## src/rtl/hms_timer_pkg.sv

```systemverilog
// Shared types and field constants for the h:m:s.ms timer array.
// Time word layout is {hr, min[5:0], sec[5:0], ms[9:0]}, MSB first.
package hms_timer_pkg;

  typedef enum logic [1:0] {
    ST_IDLE  = 2'd0,
    ST_RUN   = 2'd1,
    ST_PAUSE = 2'd2,
    ST_DONE  = 2'd3
  } ch_state_e;

  localparam int MS_W        = 10;
  localparam int SEC_W       = 6;
  localparam int MIN_W       = 6;
  localparam int MS_MAX      = 999;
  localparam int SEC_MIN_MAX = 59;

  function automatic logic [MS_W-1:0] clamp_ms(input logic [MS_W-1:0] v);
    return (v > MS_W'(MS_MAX)) ? MS_W'(MS_MAX) : v;
  endfunction

  function automatic logic [SEC_W-1:0] clamp_60(input logic [SEC_W-1:0] v);
    return (v > SEC_W'(SEC_MIN_MAX)) ? SEC_W'(SEC_MIN_MAX) : v;
  endfunction

endpackage

```

## src/rtl/hms_timer_array_if.sv

```systemverilog
// Load/run-control and status bundle between a controller and hms_timer_array.
interface hms_timer_array_if
  import hms_timer_pkg::*;
#(
  parameter int NUM_CH = 4,
  parameter int HR_W   = 5
);
  localparam int T_W = HR_W + MIN_W + SEC_W + MS_W;

  logic                  load_valid;
  logic [2:0]            load_ch;
  logic [T_W-1:0]        load_time;
  logic                  load_up;
  logic [NUM_CH-1:0]     start;
  logic [NUM_CH-1:0]     stop;
  logic [NUM_CH*T_W-1:0] time_o;
  logic [NUM_CH-1:0]     running_o;
  logic [NUM_CH-1:0]     done_o;
  logic [NUM_CH-1:0]     expired_o;

  modport master (
    output load_valid, load_ch, load_time, load_up, start, stop,
    input  time_o, running_o, done_o, expired_o
  );

  modport slave (
    input  load_valid, load_ch, load_time, load_up, start, stop,
    output time_o, running_o, done_o, expired_o
  );
endinterface

```

## src/rtl/hms_timer_channel.sv

```systemverilog
// One timer channel: state, time, mode; 1-cycle update per tick, no backpressure.
// HMS_TIMER_AUTO_RELOAD_EN: down-count reaching zero reloads the last load and keeps running.
module hms_timer_channel
  import hms_timer_pkg::*;
#(
  parameter int HR_W = 5,
  localparam int T_W = HR_W + MIN_W + SEC_W + MS_W
) (
  input  logic           clk,
  input  logic           reset_n,
  input  logic           tick,
  input  logic           load,
  input  logic [T_W-1:0] load_time,
  input  logic           load_up,
  input  logic           start,
  input  logic           stop,
  output logic [T_W-1:0] time_o,
  output logic           running_o,
  output logic           done_o,
  output logic           expired_o
);

  localparam logic [T_W-1:0] TERM_UP = {{HR_W{1'b1}}, 6'd59, 6'd59, 10'd999};

  ch_state_e      state_q, state_d;
  logic [T_W-1:0] time_q, time_d;
  logic           up_q, up_d;
  logic           expired_q, expired_d;
  logic [T_W-1:0] ld_t, step_t;
`ifdef HMS_TIMER_AUTO_RELOAD_EN
  logic [T_W-1:0] reload_q, reload_d;
`endif

  function automatic logic is_term(input logic up, input logic [T_W-1:0] t);
    return up ? (t == TERM_UP) : (t == '0);
  endfunction

  assign ld_t = {load_time[T_W-1:22], clamp_60(load_time[21:16]),
                 clamp_60(load_time[15:10]), clamp_ms(load_time[9:0])};

  // One-millisecond step with carry/borrow rippling through every field.
  always_comb begin
    logic [HR_W-1:0] hr;
    logic [5:0]      mn, sc;
    logic [9:0]      ms;
    {hr, mn, sc, ms} = time_q;
    if (up_q) begin
      if (ms != 10'(MS_MAX)) ms = ms + 10'd1;
      else begin
        ms = '0;
        if (sc != 6'(SEC_MIN_MAX)) sc = sc + 6'd1;
        else begin
          sc = '0;
          if (mn != 6'(SEC_MIN_MAX)) mn = mn + 6'd1;
          else begin
            mn = '0;
            hr = hr + 1'b1;
          end
        end
      end
    end else begin
      if (ms != '0) ms = ms - 10'd1;
      else begin
        ms = 10'(MS_MAX);
        if (sc != '0) sc = sc - 6'd1;
        else begin
          sc = 6'(SEC_MIN_MAX);
          if (mn != '0) mn = mn - 6'd1;
          else begin
            mn = 6'(SEC_MIN_MAX);
            hr = hr - 1'b1;
          end
        end
      end
    end
    step_t = {hr, mn, sc, ms};
  end

  always_comb begin
    state_d   = state_q;
    time_d    = time_q;
    up_d      = up_q;
    expired_d = 1'b0;
`ifdef HMS_TIMER_AUTO_RELOAD_EN
    reload_d  = reload_q;
`endif
    if (load) begin
      state_d = ST_IDLE;
      time_d  = ld_t;
      up_d    = load_up;
`ifdef HMS_TIMER_AUTO_RELOAD_EN
      reload_d = ld_t;
`endif
    end else if (stop) begin
      if (state_q == ST_RUN) state_d = ST_PAUSE;
    end else if (start && state_q != ST_RUN) begin
      // Starting on a terminal value finishes at once; DONE never re-pulses.
      if (!is_term(up_q, time_q)) state_d = ST_RUN;
      else if (state_q != ST_DONE) begin
        state_d   = ST_DONE;
        expired_d = 1'b1;
      end
    end else if (state_q == ST_RUN && tick) begin
      time_d = step_t;
      if (is_term(up_q, step_t)) begin
        expired_d = 1'b1;
`ifdef HMS_TIMER_AUTO_RELOAD_EN
        if (!up_q) time_d = reload_q;
        else state_d = ST_DONE;
`else
        state_d = ST_DONE;
`endif
      end
    end
  end

  always_ff @(posedge clk or negedge reset_n) begin
    if (!reset_n) begin
      state_q   <= ST_IDLE;
      time_q    <= '0;
      up_q      <= 1'b0;
      expired_q <= 1'b0;
    end else begin
      state_q   <= state_d;
      time_q    <= time_d;
      up_q      <= up_d;
      expired_q <= expired_d;
    end
  end

`ifdef HMS_TIMER_AUTO_RELOAD_EN
  always_ff @(posedge clk or negedge reset_n) begin
    if (!reset_n) reload_q <= '0;
    else          reload_q <= reload_d;
  end
`endif

  assign time_o    = time_q;
  assign running_o = (state_q == ST_RUN);
  assign done_o    = (state_q == ST_DONE);
  assign expired_o = expired_q;

endmodule

```

## src/rtl/hms_timer_array.sv

```systemverilog
// NUM_CH h:m:s.ms timers sharing one ms prescaler; outputs registered, no backpressure.
// Optional HMS_TIMER_AUTO_RELOAD_EN makes down-counting channels periodic.
module hms_timer_array
  import hms_timer_pkg::*;
#(
  parameter int NUM_CH   = 4,
  parameter int HR_W     = 5,
  parameter int PRESCALE = 1
) (
  input  logic               clk,
  input  logic               reset_n,
  hms_timer_array_if.slave   bus
);

  localparam int T_W  = HR_W + MIN_W + SEC_W + MS_W;
  localparam int PS_W = (PRESCALE > 1) ? $clog2(PRESCALE) : 1;

  logic [PS_W-1:0]       presc_q, presc_d;
  logic                  tick;
  logic [T_W-1:0]        time_v [NUM_CH];
  logic [NUM_CH-1:0]     run_v, done_v, exp_v;
  logic [NUM_CH*T_W-1:0] time_all;

  // Free-running divider; first tick lands PRESCALE edges after reset release.
  assign tick = (presc_q == PS_W'(PRESCALE - 1));

  always_comb begin
    presc_d = tick ? '0 : presc_q + 1'b1;
  end

  always_ff @(posedge clk or negedge reset_n) begin
    if (!reset_n) presc_q <= '0;
    else          presc_q <= presc_d;
  end

  for (genvar i = 0; i < NUM_CH; i++) begin : g_ch
    hms_timer_channel #(.HR_W(HR_W)) u_ch (
      .clk       (clk),
      .reset_n   (reset_n),
      .tick      (tick),
      .load      (bus.load_valid && (bus.load_ch == 3'(i))),
      .load_time (bus.load_time),
      .load_up   (bus.load_up),
      .start     (bus.start[i]),
      .stop      (bus.stop[i]),
      .time_o    (time_v[i]),
      .running_o (run_v[i]),
      .done_o    (done_v[i]),
      .expired_o (exp_v[i])
    );
  end

  always_comb begin
    time_all = '0;
    for (int i = 0; i < NUM_CH; i++) time_all[i*T_W +: T_W] = time_v[i];
  end

  assign bus.time_o    = time_all;
  assign bus.running_o = run_v;
  assign bus.done_o    = done_v;
  assign bus.expired_o = exp_v;

endmodule

```

## src/flat_wrapper.sv

```systemverilog
// flat-port wrapper written by rule: the top's interface ports become plain ports
module hms_timer_array_flat import hms_timer_pkg::*;
#(
  parameter int NUM_CH   = 4,
  parameter int HR_W     = 5,
  parameter int PRESCALE = 1
)
  (clk, reset_n, bus_load_valid, bus_load_ch, bus_load_time, bus_load_up, bus_start, bus_stop, bus_time_o, bus_running_o, bus_done_o, bus_expired_o);
  hms_timer_array_if #(.NUM_CH(NUM_CH), .HR_W(HR_W)) bus_i ();
  input  logic clk;
  input  logic reset_n;
  input wire logic [$bits(bus_i.load_valid)-1:0] bus_load_valid;
  input wire logic [$bits(bus_i.load_ch)-1:0] bus_load_ch;
  input wire logic [$bits(bus_i.load_time)-1:0] bus_load_time;
  input wire logic [$bits(bus_i.load_up)-1:0] bus_load_up;
  input wire logic [$bits(bus_i.start)-1:0] bus_start;
  input wire logic [$bits(bus_i.stop)-1:0] bus_stop;
  output wire logic [$bits(bus_i.time_o)-1:0] bus_time_o;
  output wire logic [$bits(bus_i.running_o)-1:0] bus_running_o;
  output wire logic [$bits(bus_i.done_o)-1:0] bus_done_o;
  output wire logic [$bits(bus_i.expired_o)-1:0] bus_expired_o;
  assign bus_i.load_valid = bus_load_valid;
  assign bus_i.load_ch = bus_load_ch;
  assign bus_i.load_time = bus_load_time;
  assign bus_i.load_up = bus_load_up;
  assign bus_i.start = bus_start;
  assign bus_i.stop = bus_stop;
  assign bus_time_o = bus_i.time_o;
  assign bus_running_o = bus_i.running_o;
  assign bus_done_o = bus_i.done_o;
  assign bus_expired_o = bus_i.expired_o;
  hms_timer_array #(.NUM_CH(NUM_CH), .HR_W(HR_W), .PRESCALE(PRESCALE)) u_core (.clk(clk), .reset_n(reset_n), .bus(bus_i));
endmodule
```

## config.mk

```make
export PLATFORM = sky130hd
export DESIGN_NAME = hms_timer_array_flat
export DESIGN_NICKNAME = d
export VERILOG_FILES = /design/src/rtl/hms_timer_pkg.sv /design/src/rtl/hms_timer_array_if.sv /design/src/rtl/hms_timer_channel.sv /design/src/rtl/hms_timer_array.sv /design/src/flat_wrapper.sv
export SDC_FILE = /design/constraint.sdc
export NUM_CORES = 1
export LEC_CHECK = 0
export CORE_MARGIN = 2
export CORE_UTILIZATION = 40
export DETAILED_ROUTE_END_ITERATION = 6
export PLACE_DENSITY_LB_ADDON = 0.08
export SETUP_SLACK_MARGIN = 0.3
export SYNTH_ARGS = -nofsm -noshare
export SYNTH_HDL_FRONTEND = slang
export SYNTH_HIERARCHICAL = 1
export SYNTH_SLANG_ARGS = --single-unit
```

## constraint.sdc

```tcl
create_clock -name clk -period 7.65 [get_ports clk]
set_clock_uncertainty 0.2 [all_clocks]
set_input_delay 1.53 -clock clk [delete_from_list [all_inputs] [get_ports clk]]
set_output_delay 1.53 -clock clk [all_outputs]
set_load 0.005 [all_outputs]
```

==> out/results.ini, run 1 <==
[status]
run_status = complete, no violations

[sta]
timing_max_transition_violations_final = 0
fin_crit_ns = 4.07
layout_setup_ws_ns = 3.58
setup_total_negative_slack_ns = 0
slew-limit-headroom_pct = 32.2
rsz0062_at_grt = false
tightestPinTransition_ns = 1.02
timing.fmax_mhz = 246
timing.final.hold_violations = 0
timing.final.crit_share_pct = 53.2
timing.final.setup_violations = 0

[die]
die_height_um = 186
core.rowCount = 66
top_level_ports = 162
coreArea_um2 = 32600
effective_utilization_at_floorplan_pct = 40.7
die-width_um = 186
die_area_um2 = 34700

[synthesis]
ys.warnings.count = 6
synthCells = 1816
synth_edf_count = 0
ys_seq_area_share_pct = 23.3
synth.avg_cell_area_um2 = 7.32
synth-seq-cells = 124
synth.lib_cells_used.distinct = 85
synth.cell_area_um2 = 13300
ys.flop_type = dfrtp_1
async_reset_ff_share_pct = 100

[clock_network]
cts_buffer_depth = 2
clk_pin_slew_ns = 0.06
tritoncts = yes
clock-sinks = 124
total_of_hold_buffers_inserted_after_clock_tree_synthesis = 0
post_cts.resized_instances = 0
cts-buffers-inserted = 17
cts_setup_buffers = 0
clock-root-buffer = clkbuf_16
insertion_delay_ns = 0.43
cts_max_level = 4

[setup_path]
worst_path_arrival_ns = 4.19
timing.critical_path.required_ns = 7.77
timing_worst_setup_path_type = register to register
timing.critical_path.to_type = register
critPathMaxFanout = 13
cell_with_the_largest_stage_delay_on_the_worst_path = nor4_1
setup.worst_path.start_class = register
crit_chain = inv_1 -> ha_1 -> or4b_4 -> nor4_1 -> a31oi_1 -> a211oi_1 -> nand4b_1 -> nor4_1 -> o21ai_1 -> a211oi_1
timing.critical_path.slowest_cell_delay_ns = 0.67

[routing]
drt_iter0_drc = 1512
routed_wire_length_per_instance_um = 21.8
drc_violation_count_after_routing = 0
drt-total-wl_um = 50400
vias_per_cell = 6.47
ant_nets = 0
num_vias = 14965
firstDrtPassIters = 6

[grt]
grt_first_pass_wirelength_um = 78000
track_usage_pct = 28.5
globalRoute.totalOverflow = 0
grt_antenna_before_repair = 1
first_global_vias = 13669
grt_max_degree = 79

[placement]
place.detailed.hpwl_um = 35700
placement.io_buffers = 161
place_congestion = 0.900
placement.setup.worst_slack_ns = 3.58
dp_cells = 2277

[layout]
design.final.nets = 1936
drive_above_1_share_pct = 4.98
final-instance-count-excl-fill = 2312
layout.cells.most_common_list = 177 x nand2_1, 160 x clkdlybuf4s50_1, 152 x nor2_1
filler_cell_count = 3248
final_core_utilization_pct = 47.7
syn_to_final_growth_pct = 17.1
most_common_cell_after_layout_fill_and_taps_aside = nand2_1

[pwr]
vdd_ir_drop_max_uv = 195
power-per-cell-area_nw_per_um2 = 351
p_leak_uw = 0.00575

[job]
max_cap_violation_count = 0

[min_path]
hold_path_class = register to register

-- where the power goes --
group | internal (µW) | switching [µW] | leakage (µW)
Combinational | 1340 | 1510 | 0.00391
Clock | 546 | 312 | 0.000302
Sequential | 906 | 858 | 0.00154
-- synthesized netlist by cell type (14+ instances only) --
cell | count | share of area, %
nand2_1 | 177 | 5.0
nor2_1 | 152 | 4.3
a21oi_1 | 137 | 5.2
o21ai_0 | 135 | 5.1
clkbuf_1 | 125 | 3.5
dfrtp_1 | 124 | 23
nand3_1 | 81 | 3.1
nor3_1 | 75 | 2.8
nand4_1 | 56 | 2.6
inv_1 | 50 | 1.4
nor4_1 | 42 | 2.0
and3_1 | 41 | 1.9
ha_1 | 40 | 3.8
mux2i_1 | 40 | 3.0
xnor2_1 | 32 | 2.1
or3_1 | 29 | 1.4
o22ai_1 | 24 | 1.1
a211oi_1 | 22 | 1.2
nand4b_1 | 19 | 1.3
or4_1 | 19 | 1.1
o211ai_1 | 18 | 1.0
o221ai_1 | 18 | 1.2
a31oi_1 | 16 | 0.75
and2_1 | 16 | 0.75
and3b_1 | 16 | 1.1
nor2b_1 | 16 | 0.75
o31ai_1 | 15 | 0.85
a311oi_1 | 14 | 0.92
buf_2 | 14 | 0.53
-- registers in the layout, summed over array words and instances (netlist names) --
signal,flops
u_core/g_ch.u_ch/up_q,4
u_core/g_ch.u_ch/time_o,108
u_core/g_ch.u_ch/state_q,8
u_core/g_ch.u_ch/expired_o,4
-- cells by family (layout without fill, tap and decap cells) --
family	after synthesis	count (layout)	share of synthesized area [%]
flip-flops	124	124	23.3
AND/OR/NAND/NOR	826	826	34.6
XOR/XNOR	45	45	2.97
AO/OA/AOI/OAI	533	533	26.2
buffers and inverters	207	254	6.12
multiplexers	40	40	3.01
other	1	8	0.0282
adder cells (fa/ha/maj)	40	40	3.77
-- area by class of cell --
type,count,area [µm²],share of cell area (%)
Timing Repair Buffer,171,1690,10.8
Inverter,51,191,1.23
Antenna cell,3,7.51,0.0482
Tap cell,442,553,3.55
Clock inverter,10,138,0.884
Multi-Input combinational cell,1489,9400,60.4
Sequential cell,124,3100,19.9
Clock buffer,22,484,3.11
-- worst paths after layout --
| kind | startpoint | end | slack (ns) | cells past startpoint |
|---|---|---|---|---|
| setup / recovery | u_core/g_ch[3].u_ch/time_o[0]$_DFFE_PN0P_ | u_core/g_ch[3].u_ch/expired_o$_DFF_PN0_ | 3.58 | 10 |
| hold / removal | u_core/g_ch[3].u_ch/state_q[0]$_DFFE_PN0P_ | u_core/g_ch[3].u_ch/expired_o$_DFF_PN0_ | 0.42 | 3 |
| setup reg to reg | u_core/g_ch[3].u_ch/time_o[0]$_DFFE_PN0P_ | u_core/g_ch[3].u_ch/expired_o$_DFF_PN0_ | 3.58 | 10 |
| hold reg to reg | u_core/g_ch[3].u_ch/state_q[0]$_DFFE_PN0P_ | u_core/g_ch[3].u_ch/expired_o$_DFF_PN0_ | 0.42 | 3 |
| max in group asynchronous | reset_n | u_core/g_ch[0].u_ch/time_o[3]$_DFFE_PN0P_ | 5.10 | 2 |
| min in group asynchronous | reset_n | u_core/g_ch[0].u_ch/time_o[20]$_DFFE_PN0P_ | 0.93 | 1 |
-- worst max-delay path: cells and delay by family, from the launching register on --
family	cells	cell delay (ns)
AO/OA/AOI/OAI	4	1.17
adder cells (fa/ha/maj)	1	0.24
buffers and inverters	1	0.12
flip-flops	1	0.50
AND/OR/NAND/NOR	4	1.73
-- metal layers --
metal | GRT usage [%] | share of wire, %
met3 | 4.34 | 7.1
met1 | 38.2 | 43
met2 | 48.1 | 48
met5 | 0 | 0
met4 | 7.43 | 1.9
-- metrics by stage --
| step | hold slack [ns] | power, µW | cell area (µm²) |
|---|---|---|---|
| after floorplan | 0.357 | 3320 | 13300 |
| after global placement | 0.394 | 4530 | 14900 |
| after detailed placement | 0.414 | 4550 | 14900 |
| after CTS | 0.424 | 5420 | 15600 |
| after global routing | 0.469 | 5870 | 15600 |
| final | 0.424 | 5470 | 15600 |
Note: power is estimated with default switching activity, not from simulation.
==> run 2: changes to the inputs <==
clock period = 3.5 ns   (was 7.65 ns; I/O delays follow)
==> out/results.ini, run 2 (synthesized netlist as in run 1, its figures left out) <==
[status]
run_status = complete, but fails checks
violated_checks = design-rule violations

[pwr]
power-per-cell-area_nw_per_um2 = 781
vdd_ir_drop_max_uv = 377
seqPwrFrac_pct = 20.7
p_leak_uw = 0.00721
internal_power_contribution_uw = 7550
combinationalPowerShare_pct = 66.1
power_frac_clock_pct = 13.2
power_switching_uw = 6780
switching_share_pct = 47.3

[placement]
place_congestion = 0.935
placement.io_buffers = 161
place.detailed.hpwl_um = 40600

[grt]
first_global_vias = 14251
grt_first_pass_wirelength_um = 84200
globalRoute.totalOverflow = 0
track_usage_pct = 31.1
grt_antenna_before_repair = 0
grt_max_degree = 61

[routing]
routed_wire_length_per_instance_um = 21.9
drc_violation_count_after_routing = 4
met3_length_um = 4560
firstDrtPassIters = 7
num_vias = 16038
met1_length_um = 25600
drt_iter0_drc = 1738
ant_nets = 0
vias_per_cell = 6.29
top_layer = met4
drt-total-wl_um = 55800
detailroute.wirelength.met2_um = 24600

[die]
die_height_um = 186
coreArea_um2 = 32600
die-width_um = 186
top_level_ports = 162
die_area_um2 = 34700
core.rowCount = 66
effective_utilization_at_floorplan_pct = 40.7

[setup_path]
critPathMaxFanout = 6
timing.critical_path.to_type = register
r2r_setup_slack_ns = 0.18
setup.worst_path.start_class = register
crit_startpoint = u_core/g_ch[3].u_ch/time_o[0]$_DFFE_PN0P_
reg2reg_from = u_core/g_ch[3].u_ch/time_o[0]$_DFFE_PN0P_
worst_path_arrival_ns = 3.46
timing.critical_path.required_ns = 3.64
timing_worst_setup_path_type = register to register

[clock_network]
clock-sinks = 124
cts-buffers-inserted = 17
clock-root-buffer = clkbuf_16
cts_max_level = 4
total_of_hold_buffers_inserted_after_clock_tree_synthesis = 0
clk_pin_slew_ns = 0.06
insertion_delay_ns = 0.43
tritoncts = yes
cts_buffer_depth = 2

[sta]
timing.final.crit_share_pct = 94.9
rsz0062_at_grt = true
timing_max_transition_violations_final = 0
timing.fmax_mhz = 301
tightestPinTransition_ns = 0.813
timing.final.setup_violations = 0
hold-worst-slack_ns = 0.0996
slew-limit-headroom_pct = 45.8
setup_total_negative_slack_ns = 0
fin_crit_ns = 3.32
timing.final.hold_violations = 0

[min_path]
hold_path_class = primary input to async pin

[layout]
most_common_cell_after_layout_fill_and_taps_aside = buf_4
syn_to_final_growth_pct = 38.1
drive_above_1_share_pct = 23.1
largest_register_ffs = 108
n_antenna_cell = 0
design.final.nets = 2178
layout.cells.most_common_list = 235 x buf_4, 174 x nand2_1, 160 x clkdlybuf4s50_1

[job]
max_cap_violation_count = 0

## run 2: cell type report
| class | count | area, µm² |
|---|---|---|
| fill | 3135 | 14300 |
| multi-input combinational | 1489 | 10300 |
| timing repair buffer | 413 | 3610 |
| tap | 442 | 553 |
| clock inverter | 14 | 185 |
| sequential | 124 | 3120 |
| clock buffer | 18 | 439 |
| inverter | 51 | 194 |
## run 2: timing repair
action	in CTS	in global routing
endpoints found under the setup margin	8	8
resized for setup	82	96
pin swaps	50	63
gates cloned	0	1
buffers inserted	38	28
## run 2: path summary, 6_finish.rpt
check,end,cells after the start
min in group clk,u_core/g_ch[1].u_ch/expired_o$_DFF_PN0_,3
worst max-delay path,u_core/g_ch[3].u_ch/state_q[1]$_DFFE_PN0P_,11
worst max register to register,u_core/g_ch[3].u_ch/state_q[1]$_DFFE_PN0P_,11
worst min register to register,u_core/g_ch[1].u_ch/expired_o$_DFF_PN0_,3
worst min-delay path,u_core/g_ch[0].u_ch/time_o[5]$_DFFE_PN0P_,1
max in group asynchronous,u_core/g_ch[1].u_ch/up_q$_DFFE_PN0P_,2
## run 2: routing by layer
layer / track usage (%) / up-vias
met2: 46.9 / 829
met1: 47.2 / 7732
met4: 5.98 / 0
met5: 0.286 / -
li1: - / 7408
met3: 4.30 / 69
## run 2: power by group through the flow
stage	logic, µW	registers [µW]	clock network [µW]
after global placement	8280	2910	0
after global routing	10200	3050	1980
after CTS	8750	2910	1910
after floorplan	4690	2670	0
final	9480	2970	1890
after detailed placement	8270	2900	0
## run 2: per-stage QoR
| stage | instance area, µm² | instances | worst slack, ns | utilization (%) | total power (µW) |
|---|---|---|---|---|---|
| floorplan | 13400 | 1820 | 0.199 | - | 7360 |
| global placement | 16400 | 2452 | 0.134 | 50.2 | 11200 |
| detailed placement | 16400 | 2452 | 0.0820 | 50.2 | 11200 |
| CTS | 17700 | 2522 | 0.189 | 54.1 | 13600 |
| global route | 18400 | 2551 | 0.0255 | 56.3 | 15200 |
| finish | 18400 | 2551 | 0.179 | 56.3 | 14300 |
## run 2: worst max-delay path: stages, from the launching register on
cell and delay [ns]:
dfrtp_2 0.44, inv_4 0.07, ha_4 0.11, or4b_4 0.52
or4_4 0.62, nor3_4 0.20, a32o_2 0.21, xnor2_2 0.16
o211ai_1 0.14, nor4_2 0.21, o21ai_2 0.13, a221oi_2 0.22
==> run 3: changes to the inputs <==
ABC_AREA = 1   (was not set)
MAX_ROUTING_LAYER = met4   (was not set)
PLACE_DENSITY = 0.73   (was not set)
PLACE_DENSITY_LB_ADDON = not set   (was 0.08)
==> out/results.ini, run 3 <==
[placement]
postPlaceCellArea_um2 = 16200
place_congestion = 0.952
dp_cells = 2954
place.detailed.hpwl_um = 41500
placement.io_buffers = 161

[sta]
fin_crit_ns = 3.03
timing.final.hold_violations = 0
tightestPinTransition_ns = 0.869
timing.final.crit_share_pct = 86.6
timing.fmax_mhz = 330
slew-limit-headroom_pct = 41.9
timing.final.setup_violations = 0
timing_max_transition_violations_final = 0
setup_total_negative_slack_ns = 0
rsz0062_at_grt = false

[synthesis]
synthCells = 2378
synth.cell_area_um2 = 14100
ys.flop_type = dfrtp_1
yosys-top-cells-count = 772 x nand2_1, 291 x nand3_1, 244 x nor2_1, 218 x inv_1, 148 x o21ai_0
synth.avg_cell_area_um2 = 5.93
most_instantiated_library_cell_after_synthesis = nand2_1
ys.warnings.count = 6
synth-seq-cells = 124
async_reset_ff_share_pct = 100
ranking_of_synthesized_cells_by_area = dfrtp_1 22%, nand2_1 21%, nand3_1 10%
synth_top_area_share_pct = 22.0
ys_seq_area_share_pct = 22.0
synth_edf_count = 0
synth_top_cell_by_area = dfrtp_1
synth.lib_cells_used.distinct = 44

[die]
core.rowCount = 68
coreArea_um2 = 34600
die-width_um = 192
die_height_um = 192
top_level_ports = 162
effective_utilization_at_floorplan_pct = 40.7
die_area_um2 = 36800

[clock_network]
insertion_delay_ns = 0.43
tritoncts = yes
clock-sinks = 124
clk_pin_slew_ns = 0.06
cts-buffers-inserted = 17
total_of_hold_buffers_inserted_after_clock_tree_synthesis = 0
clock-root-buffer = clkbuf_16
cts_max_level = 4
cts_buffer_depth = 2

[routing]
drc_violation_count_after_routing = 3
firstDrtPassIters = 7
ant_nets = 0
drt-total-wl_um = 56700
vias_per_cell = 5.81
num_vias = 17462
routed_wire_length_per_instance_um = 18.9
drt_iter0_drc = 2048

[status]
run_status = complete, but fails checks
violated_checks = design-rule violations

[layout]
stdcell_area_um2 = 17100
layout.cells.most_common_list = 768 x nand2_1, 290 x nand3_1, 235 x nor2_1
final_core_utilization_pct = 49.2
n_antenna_cell = 0
syn_to_final_growth_pct = 20.9
drive_above_1_share_pct = 11.1
final-instance-count-excl-fill = 3007
design.final.nets = 2621
largest_register_ffs = 108
most_common_cell_after_layout_fill_and_taps_aside = nand2_1

[setup_path]
timing.critical_path.required_ns = 3.62
crit_chain = inv_2 -> ha_1 -> nand2_2 -> nor2_4 -> nand2_8 -> nand2_1 -> nand2_1 -> o21ai_0 -> nand3_1 -> nor2_1 -> nand2_1 -> nor2_2 -> nand3_1 -> nand2_1 -> nand2_2 -> nand3_2 -> nand2_1 -> nand2_1 -> nand2_1
cpMostUsedCell = nand2_1
cell_with_the_largest_stage_delay_on_the_worst_path = dfrtp_2
timing_worst_setup_path_type = register to register
timing.critical_path.to_type = register
timing.critical_path.slowest_cell_delay_ns = 0.46
critPathMaxFanout = 16
setup.worst_path.start_class = register
worst_path_arrival_ns = 3.15

[grt]
globalRoute.totalOverflow = 0
track_usage_pct = 31.0
first_global_vias = 15601
grt_antenna_before_repair = 0
grt_first_pass_wirelength_um = 86700
grt_max_degree = 83

[pwr]
p_leak_uw = 0.00788
finalPower_uw = 13900
vdd_ir_drop_max_uv = 376
power-per-cell-area_nw_per_um2 = 814

[min_path]
hold_path_class = primary input to async pin

[job]
max_cap_violation_count = 0

## run 3: cell count changes in the layout (fill, tap and decap cells not counted), moves of 28 or more
cell,delta
nor2_2,+30
nor4_1,-28
nand2_1,+594
nand3_1,+212
inv_1,+175
buf_4,-183
a21oi_1,-112
o221ai_1,+37
nor2_1,+87
mux2i_1,-39
inv_2,+39
and3_1,-36
o21ai_1,+34
## run 3: final timing paths
kind                                                            start                                    endpoint  slack (ns)  cells after the start
min                                                           reset_n  u_core/g_ch[2].u_ch/time_o[17]$_DFFE_PN0P_        0.12                      1
max                         u_core/g_ch[3].u_ch/time_o[0]$_DFFE_PN0P_  u_core/g_ch[3].u_ch/state_q[0]$_DFFE_PN0P_        0.47                     19
min reg2reg                u_core/g_ch[1].u_ch/state_q[1]$_DFFE_PN0P_  u_core/g_ch[1].u_ch/state_q[1]$_DFFE_PN0P_        0.29                      2
max in group asynchronous                                     reset_n  u_core/g_ch[3].u_ch/time_o[10]$_DFFE_PN0P_        2.14                      2
max reg2reg                 u_core/g_ch[3].u_ch/time_o[0]$_DFFE_PN0P_  u_core/g_ch[3].u_ch/state_q[0]$_DFFE_PN0P_        0.47                     19
min in group clk           u_core/g_ch[1].u_ch/state_q[1]$_DFFE_PN0P_  u_core/g_ch[1].u_ch/state_q[1]$_DFFE_PN0P_        0.29                      2
## run 3: stage by stage
stage / worst slack [ns] / hold slack (ns)
floorplan: 0.935 / 0.204
global placement: 0.245 / 0.283
detailed placement: 0.208 / 0.281
CTS: 0.322 / 0.173
global route: 0.303 / 0.183
finish: 0.468 / 0.124
## run 3: worst max-delay path: cells and delay by family, from the launching register on
family          cells  cell delay (ns)
compound gates      1             0.32
fa+ha+maj           1             0.22
flops               1             0.46
simple gates       16             1.59
buf+inv             1             0.12
## run 3: kinds of logic (layout without fill, tap and decap cells)
group / count (synthesis) / in the layout / share of synthesized area [%]
xor+xnor: 15 / 15 / 0.931
other cells: 1 / 4 / 0.0266
compound gates: 332 / 332 / 14.5
flops: 124 / 124 / 22.0
simple gates: 1510 / 1513 / 48.6
fa+ha+maj: 40 / 40 / 3.55
buf+inv: 356 / 524 / 10.4
## run 3: what timing repair did
action | in CTS | in global routing
pin swaps | 0 | 7
buffers inserted | 0 | 18
endpoints found under the setup margin | 3 | 12
cloned | 0 | 3
resized for setup | 1 | 43
## run 3: area by class of cell
type	instances	area, µm²
multi-input cells	1904	9690
repair buffers	213	2000
clock inverters	13	165
flip-flops and latches	124	3120
clock buffers	19	443
fillers	3537	17600
inverters	279	1070
well taps	455	569
## run 3: power by group
part	internal, µW	leakage (µW)	switching (µW)	total (µW)
logic	3370	0.00606	5160	8530
registers	2040	0.00153	1430	3470
clock network	1140	0.000286	745	1890
total	6560	0.00788	7330	13900
## run 3: metal layers
layer  part of all wire [%]  global-route usage, %  up-vias
met2                     44                   46.4      959
met4                    3.3                   10.9        0
met3                    9.9                   6.07      135
li1                       -                      -     8206
met1                     43                   41.6     8162
met5                      0                      -        -
